[src/rtl/lsu_mem_ctrl.sv]
// rtl/lsu_mem_ctrl.sv - load/store unit driving a single-port word-wide data memory
// Sub-word stores are done as read-modify-write; loads are lane-extracted and extended, little-endian.
module lsu_mem_ctrl #(
  parameter int MEM_DEPTH = 32
) (
  input  logic        clk,
  input  logic        rst_n,
  input  logic        req_valid,
  output logic        req_ready,
  input  logic        req_we,
  input  logic [1:0]  req_size,
  input  logic        req_unsigned,
  input  logic [31:0] req_addr,
  input  logic [31:0] req_wdata,
  output logic        rsp_valid,
  input  logic        rsp_ready,
  output logic [31:0] rsp_rdata,
  output logic        rsp_err,
  output logic        mem_wen,
  output logic [31:0] mem_addr,
  output logic [31:0] mem_wdata,
  input  logic [31:0] mem_rdata
);

  typedef enum logic [1:0] {
    S_IDLE = 2'b00,
    S_RD   = 2'b01,
    S_WR   = 2'b10,
    S_RSP  = 2'b11
  } state_e;

  localparam logic [29:0] DEPTH_W = 30'(MEM_DEPTH);

  state_e      state_q, state_d;
  logic        ready_q, ready_d;
  logic        we_q, we_d;
  logic [1:0]  size_q, size_d;
  logic        uns_q, uns_d;
  logic [1:0]  lane_q, lane_d;
  logic [31:0] wdata_q, wdata_d;
  logic [31:0] rsp_rdata_q, rsp_rdata_d;
  logic        rsp_err_q, rsp_err_d;
  logic        mem_wen_q, mem_wen_d;
  logic [31:0] mem_addr_q, mem_addr_d;
  logic [31:0] mem_wdata_q, mem_wdata_d;

  logic        accept;
  logic        req_err;
  logic [31:0] byte_sh;
  logic [31:0] half_sh;
  logic [31:0] ld_data;
  logic [31:0] st_word;

  assign accept = req_valid & ready_q & (state_q == S_IDLE);

  always_comb begin
    req_err = 1'b0;
    case (req_size)
      2'b01:   req_err = req_addr[0];
      2'b10:   req_err = (req_addr[1:0] != 2'b00);
      2'b11:   req_err = 1'b1;
      default: req_err = 1'b0;
    endcase
    if (req_addr[31:2] >= DEPTH_W) begin
      req_err = 1'b1;
    end
  end

  // Lane positions come from the captured address; mem_rdata is valid during RD.
  assign byte_sh = mem_rdata >> {lane_q, 3'b000};
  assign half_sh = mem_rdata >> {lane_q[1], 4'b0000};

  always_comb begin
    ld_data = mem_rdata;
    st_word = mem_rdata;
    case (size_q)
      2'b00: begin
        ld_data = {{24{~uns_q & byte_sh[7]}}, byte_sh[7:0]};
        st_word = (mem_rdata & ~(32'h0000_00FF << {lane_q, 3'b000}))
                | ({24'h0, wdata_q[7:0]} << {lane_q, 3'b000});
      end
      2'b01: begin
        ld_data = {{16{~uns_q & half_sh[15]}}, half_sh[15:0]};
        st_word = (mem_rdata & ~(32'h0000_FFFF << {lane_q[1], 4'b0000}))
                | ({16'h0, wdata_q[15:0]} << {lane_q[1], 4'b0000});
      end
      default: begin
        ld_data = mem_rdata;
        st_word = wdata_q;
      end
    endcase
  end

  always_comb begin
    state_d     = state_q;
    we_d        = we_q;
    size_d      = size_q;
    uns_d       = uns_q;
    lane_d      = lane_q;
    wdata_d     = wdata_q;
    rsp_rdata_d = rsp_rdata_q;
    rsp_err_d   = rsp_err_q;
    mem_wen_d   = mem_wen_q;
    mem_addr_d  = mem_addr_q;
    mem_wdata_d = mem_wdata_q;
    case (state_q)
      S_IDLE: begin
        if (accept) begin
          we_d        = req_we;
          size_d      = req_size;
          uns_d       = req_unsigned;
          lane_d      = req_addr[1:0];
          wdata_d     = req_wdata;
          rsp_rdata_d = 32'h0;
          rsp_err_d   = req_err;
          if (req_err) begin
            state_d = S_RSP;
          end else begin
            mem_addr_d = {2'b00, req_addr[31:2]};
            if (req_we && (req_size == 2'b10)) begin
              mem_wen_d   = 1'b1;
              mem_wdata_d = req_wdata;
              state_d     = S_WR;
            end else begin
              state_d = S_RD;
            end
          end
        end
      end
      S_RD: begin
        if (we_q) begin
          mem_wen_d   = 1'b1;
          mem_wdata_d = st_word;
          state_d     = S_WR;
        end else begin
          rsp_rdata_d = ld_data;
          state_d     = S_RSP;
        end
      end
      S_WR: begin
        mem_wen_d   = 1'b0;
        mem_wdata_d = 32'h0;
        rsp_rdata_d = 32'h0;
        state_d     = S_RSP;
      end
      S_RSP: begin
        if (rsp_ready) begin
          state_d = S_IDLE;
        end
      end
      default: state_d = S_IDLE;
    endcase
  end

  // Registered ready keeps req_ready low through reset and the first edge after it.
  assign ready_d = (state_d == S_IDLE);

  always_ff @(posedge clk or negedge rst_n) begin
    if (!rst_n) begin
      state_q     <= S_IDLE;
      ready_q     <= 1'b0;
      we_q        <= 1'b0;
      size_q      <= 2'b00;
      uns_q       <= 1'b0;
      lane_q      <= 2'b00;
      wdata_q     <= 32'h0;
      rsp_rdata_q <= 32'h0;
      rsp_err_q   <= 1'b0;
      mem_wen_q   <= 1'b0;
      mem_addr_q  <= 32'h0;
      mem_wdata_q <= 32'h0;
    end else begin
      state_q     <= state_d;
      ready_q     <= ready_d;
      we_q        <= we_d;
      size_q      <= size_d;
      uns_q       <= uns_d;
      lane_q      <= lane_d;
      wdata_q     <= wdata_d;
      rsp_rdata_q <= rsp_rdata_d;
      rsp_err_q   <= rsp_err_d;
      mem_wen_q   <= mem_wen_d;
      mem_addr_q  <= mem_addr_d;
      mem_wdata_q <= mem_wdata_d;
    end
  end

  assign req_ready = ready_q;
  assign rsp_valid = (state_q == S_RSP);
  assign rsp_rdata = rsp_rdata_q;
  assign rsp_err   = rsp_err_q;
  assign mem_wen   = mem_wen_q;
  assign mem_addr  = mem_addr_q;
  assign mem_wdata = mem_wdata_q;

endmodule

[config.mk]
export PLATFORM = sky130hd
export DESIGN_NAME = lsu_mem_ctrl
export DESIGN_NICKNAME = d
export VERILOG_FILES = /design/src/rtl/lsu_mem_ctrl.sv
export SDC_FILE = /design/constraint.sdc
export NUM_CORES = 1
export LEC_CHECK = 0
export CAP_MARGIN = 10
export CORE_MARGIN = 2
export CORE_UTILIZATION = 35
export DETAILED_ROUTE_END_ITERATION = 10
export PLACE_DENSITY = 0.75
export SLEW_MARGIN = 15
export SYNTH_ARGS = -nofsm -noshare
export SYNTH_HDL_FRONTEND = slang
export SYNTH_SLANG_ARGS = --single-unit
[constraint.sdc]
create_clock -name clk -period 2.3 [get_ports clk]
set_input_delay 0.575 -clock clk [delete_from_list [all_inputs] [get_ports clk]]
set_output_delay 0.575 -clock clk [all_outputs]
set_load 0.01 [all_outputs]
==> flow_summary_export.csv <==
group,metric,value,unit
run_status,outcome,"completed",
worst_hold_path,hold_path_class,"input pin to async pin",
synth,yosysMostFrequentCell,"dfrtp_1",
power,power_switching,5.01,mW
synth,syn_inst,636,
floorplan,die-width,143,microns
timing,fmax,0.445,GHz
clocking,clk_latency,0.42,ns
clocking,cts_tree,"yes",
floorplan,die_h,143,microns
grt,antenna_found_initial,3,
synth,synthArstFlopShare,100,%
floorplan,coreArea,0.0188,sq mm
grt,grt_pass1_wl,33800,microns
setup_path,cp-start-kind,"input pin",
setup_path,criticalPathCategory,"input pin to register",
timing,rsz0062_at_grt,"true",
power,p_int,8.89,mW
clocking,hold_buffers,0,
timing,tns,0,ns
synth,synth_cell_types,51,
timing,post-route-period-util,97.6,%
power,p_sw_share,36.0,%
synth,avgSynthCellArea,10.6,sq um
floorplan,dieArea,0.0204,sq mm
detailed_routing,vias,6048,
clocking,htreeDepth,4,
timing,final_hold_viol_count,0,
detailed_routing,ant_nets,0,
finish,seqCellArea,0.00343,sq mm
timing,fin_crit,2.25,ns
finish,area_delta_synth_final,50.7,%
detailed_routing,vias_per_cell,5.30,
synth,synth_edf_count,0,
finish,fillers,1625,
clocking,cts_buffer_depth,2,
power,clkPwrFrac,22.0,%
run,maxCapViolations,0,
power,p_leak,4.65,nW
floorplan,rows,50,
power,p_comb_share,50.4,%
grt,grt_max_degree,71,
floorplan,ios,204,
synth,synth_commonest_cells,"137 x dfrtp_1, 67 x nand2_1, 54 x o21ai_0, 43 x nor2b_1, 36 x clkbuf_1",
timing,slew_violations,0,
timing,fin_skew,0.0102,ns
detailed_routing,wl,22200,microns
placed_design,dpl_cell_area,0.00931,sq mm
synth,synth_top_cell_by_area,"dfrtp_1",
clocking,clk_pin_slew_worst_paths,0.06,ns
timing,setup_viol,0,
detailed_routing,drc,0,
power,irDropWorstVdd,736,uV
synth,ys_seq_elements,137,
placed_design,gp_congestion,0.911,
floorplan,initial_core_util,35.9,%
synth,syn_area,0.00676,sq mm
timing,worst_slew_pin_slew,0.873,ns
synth,synth_area_leaders,"dfrtp_1 51%, mux2_2 4.8%, mux2_4 4.0%, o21ai_0 4.0%, nor2b_1 4.0%",
timing,slew_headroom,41.3,%
clocking,root_buffer,"clkbuf_16",
setup_path,critPathCaptureType,"register",
clocking,cts_sinks,137,
setup_path,cp.arrival,2.55,ns
setup_path,cp.required,2.60,ns
grt,grt-ovfl-total,0,
finish,drive_gt1_share,18.2,%
detailed_routing,post_drt_wl_per_cell,19.5,microns
grt,grtUsageTotal,21.9,%
detailed_routing,first_pass_iters,7,
finish,fin_area,0.0102,sq mm
synth,synth_flop_cell,"dfrtp_1",
synth,synth_warnings,0,
setup_path,crit_path_max_fanout,5,
clocking,cts_made_buffers,17,
finish,layout.nets,974,
finish,multi_input_area,0.00302,sq mm
synth,synth_seq_area_share,50.7,%
power,pwr-share-seq,27.6,%
detailed_routing,drt-initial-drc-count,469,
placed_design,numPortBuffers,201,
synth,yosysTopAreaCellShare,50.7,%
power,powerDensity,1370,mW/mm^2
grt,grt_pass1_vias,6017,
placed_design,hpwlAfterDp,16000,microns
per-stage QoR:
stage                     cells  hold slack, ns  power (mW)  worst slack (ns)  util, %
final                      1141          0.0632        13.9            0.0541     54.1
after global routing       1139          0.0695        14.7          -0.00378     54.0
after CTS                  1140          0.0592        13.9           0.00192     54.0
after detailed placement   1095           0.471        10.1            -0.599     49.5
after global placement     1095           0.463        9.97            -0.553     49.5
after floorplan             637           0.279        7.57           0.00955        -
final cells by class:
| cell class | count | area share [%] |
|---|---|---|
| inverters | 33 | 1.22 |
| clock inverters | 11 | 1.89 |
| well taps | 260 | 3.20 |
| multi-input cells | 415 | 29.7 |
| clock buffers | 21 | 4.62 |
| diodes | 2 | 0.0492 |
| repair buffers | 262 | 25.6 |
| flip-flops and latches | 137 | 33.7 |
placed cells by master, fill, tap and decap left out, types with 3 or more instances in the layout:
master / instances
clkbuf_16: 17
o221ai_1: 8
clkbuf_8: 3
a31oi_1: 8
mux2i_1: 11
nand2_1: 66
mux2_2: 29
dfrtp_1: 137
nor2_1: 15
a222oi_1: 13
nor4_2: 3
a21oi_1: 18
mux2_1: 11
clkdlybuf4s50_1: 185
dlygate4sd2_1: 10
nor2b_1: 43
nor3_1: 12
bufinv_16: 5
buf_12: 9
and3_1: 13
a221o_1: 16
o32ai_1: 8
inv_1: 33
mux2_4: 21
a211oi_1: 16
o21ai_0: 54
buf_6: 7
buf_4: 46
ha_1: 4
o22ai_1: 15
logic make-up after synthesis:
family | share of synthesized area [%]
and+or+nand+nor | 12.5
AOI/OAI and AO/OA | 18.0
muxes | 12.8
buffers and inverters | 5.26
DFF | 50.7
other | 0.0555
adders and majority gates | 0.741
state kept, by name, summed over array words and instances, names as in the netlist:
register and cells:
uns_q 1, state_q 2, rsp_rdata 32, mem_wen 1
lane_q 2, mem_wdata 32, mem_addr 30, req_ready 1
we_q 1, rsp_err 1, size_q 2, wdata_q 32
worst max-delay path, stage by stage:
cell and delay, ns:
buf_6 0.09, nor4_4 0.29, or4b_4 0.52, o31ai_4 0.30
nand3b_4 0.16, buf_8 0.18, buf_8 0.14, mux2_4 0.30
power groups by stage:
stage	Clock (mW)	Combinational, mW	Sequential (mW)
2_1_floorplan	0	3.67	3.90
3_3_place_gp	0	6.14	3.83
4_1_cts	3.11	7.01	3.82
6_report	3.06	7.00	3.84
5_1_grt	3.22	7.51	3.92
3_5_place_dp	0	6.26	3.85
layer usage:
metal | GRT usage (%) | vias to the layer above | share of wire [%]
met5 | 0 | - | 0.059
met4 | 6.88 | 2 | 1.8
met3 | 7.71 | 29 | 11
met2 | 35.4 | 303 | 47
met1 | 27.4 | 2941 | 41
li1 | - | 2773 | -
path summary, 6_finish.rpt:
check                      slack, ns          from            end  cells past startpoint
max                             0.05  req_addr[14]   mem_wdata[4]                      8
min                             0.06         rst_n  rsp_rdata[18]                      1
max reg2reg                     0.23    state_q[0]  rsp_rdata[18]                      5
min reg2reg                     0.48  rsp_rdata[4]   rsp_rdata[4]                      2
max in group asynchronous       1.45         rst_n   mem_wdata[7]                      2
min in group clk                0.48  rsp_rdata[4]   rsp_rdata[4]                      2
repair_timing:
item | 4_1_cts | 5_1_grt
cloned | 2 | 0
pin swaps | 8 | 4
setup buffers | 11 | 0
gates resized for setup | 44 | 9
endpoints found under the setup margin | 33 | 26
Power figures use the tool's default switching activity.
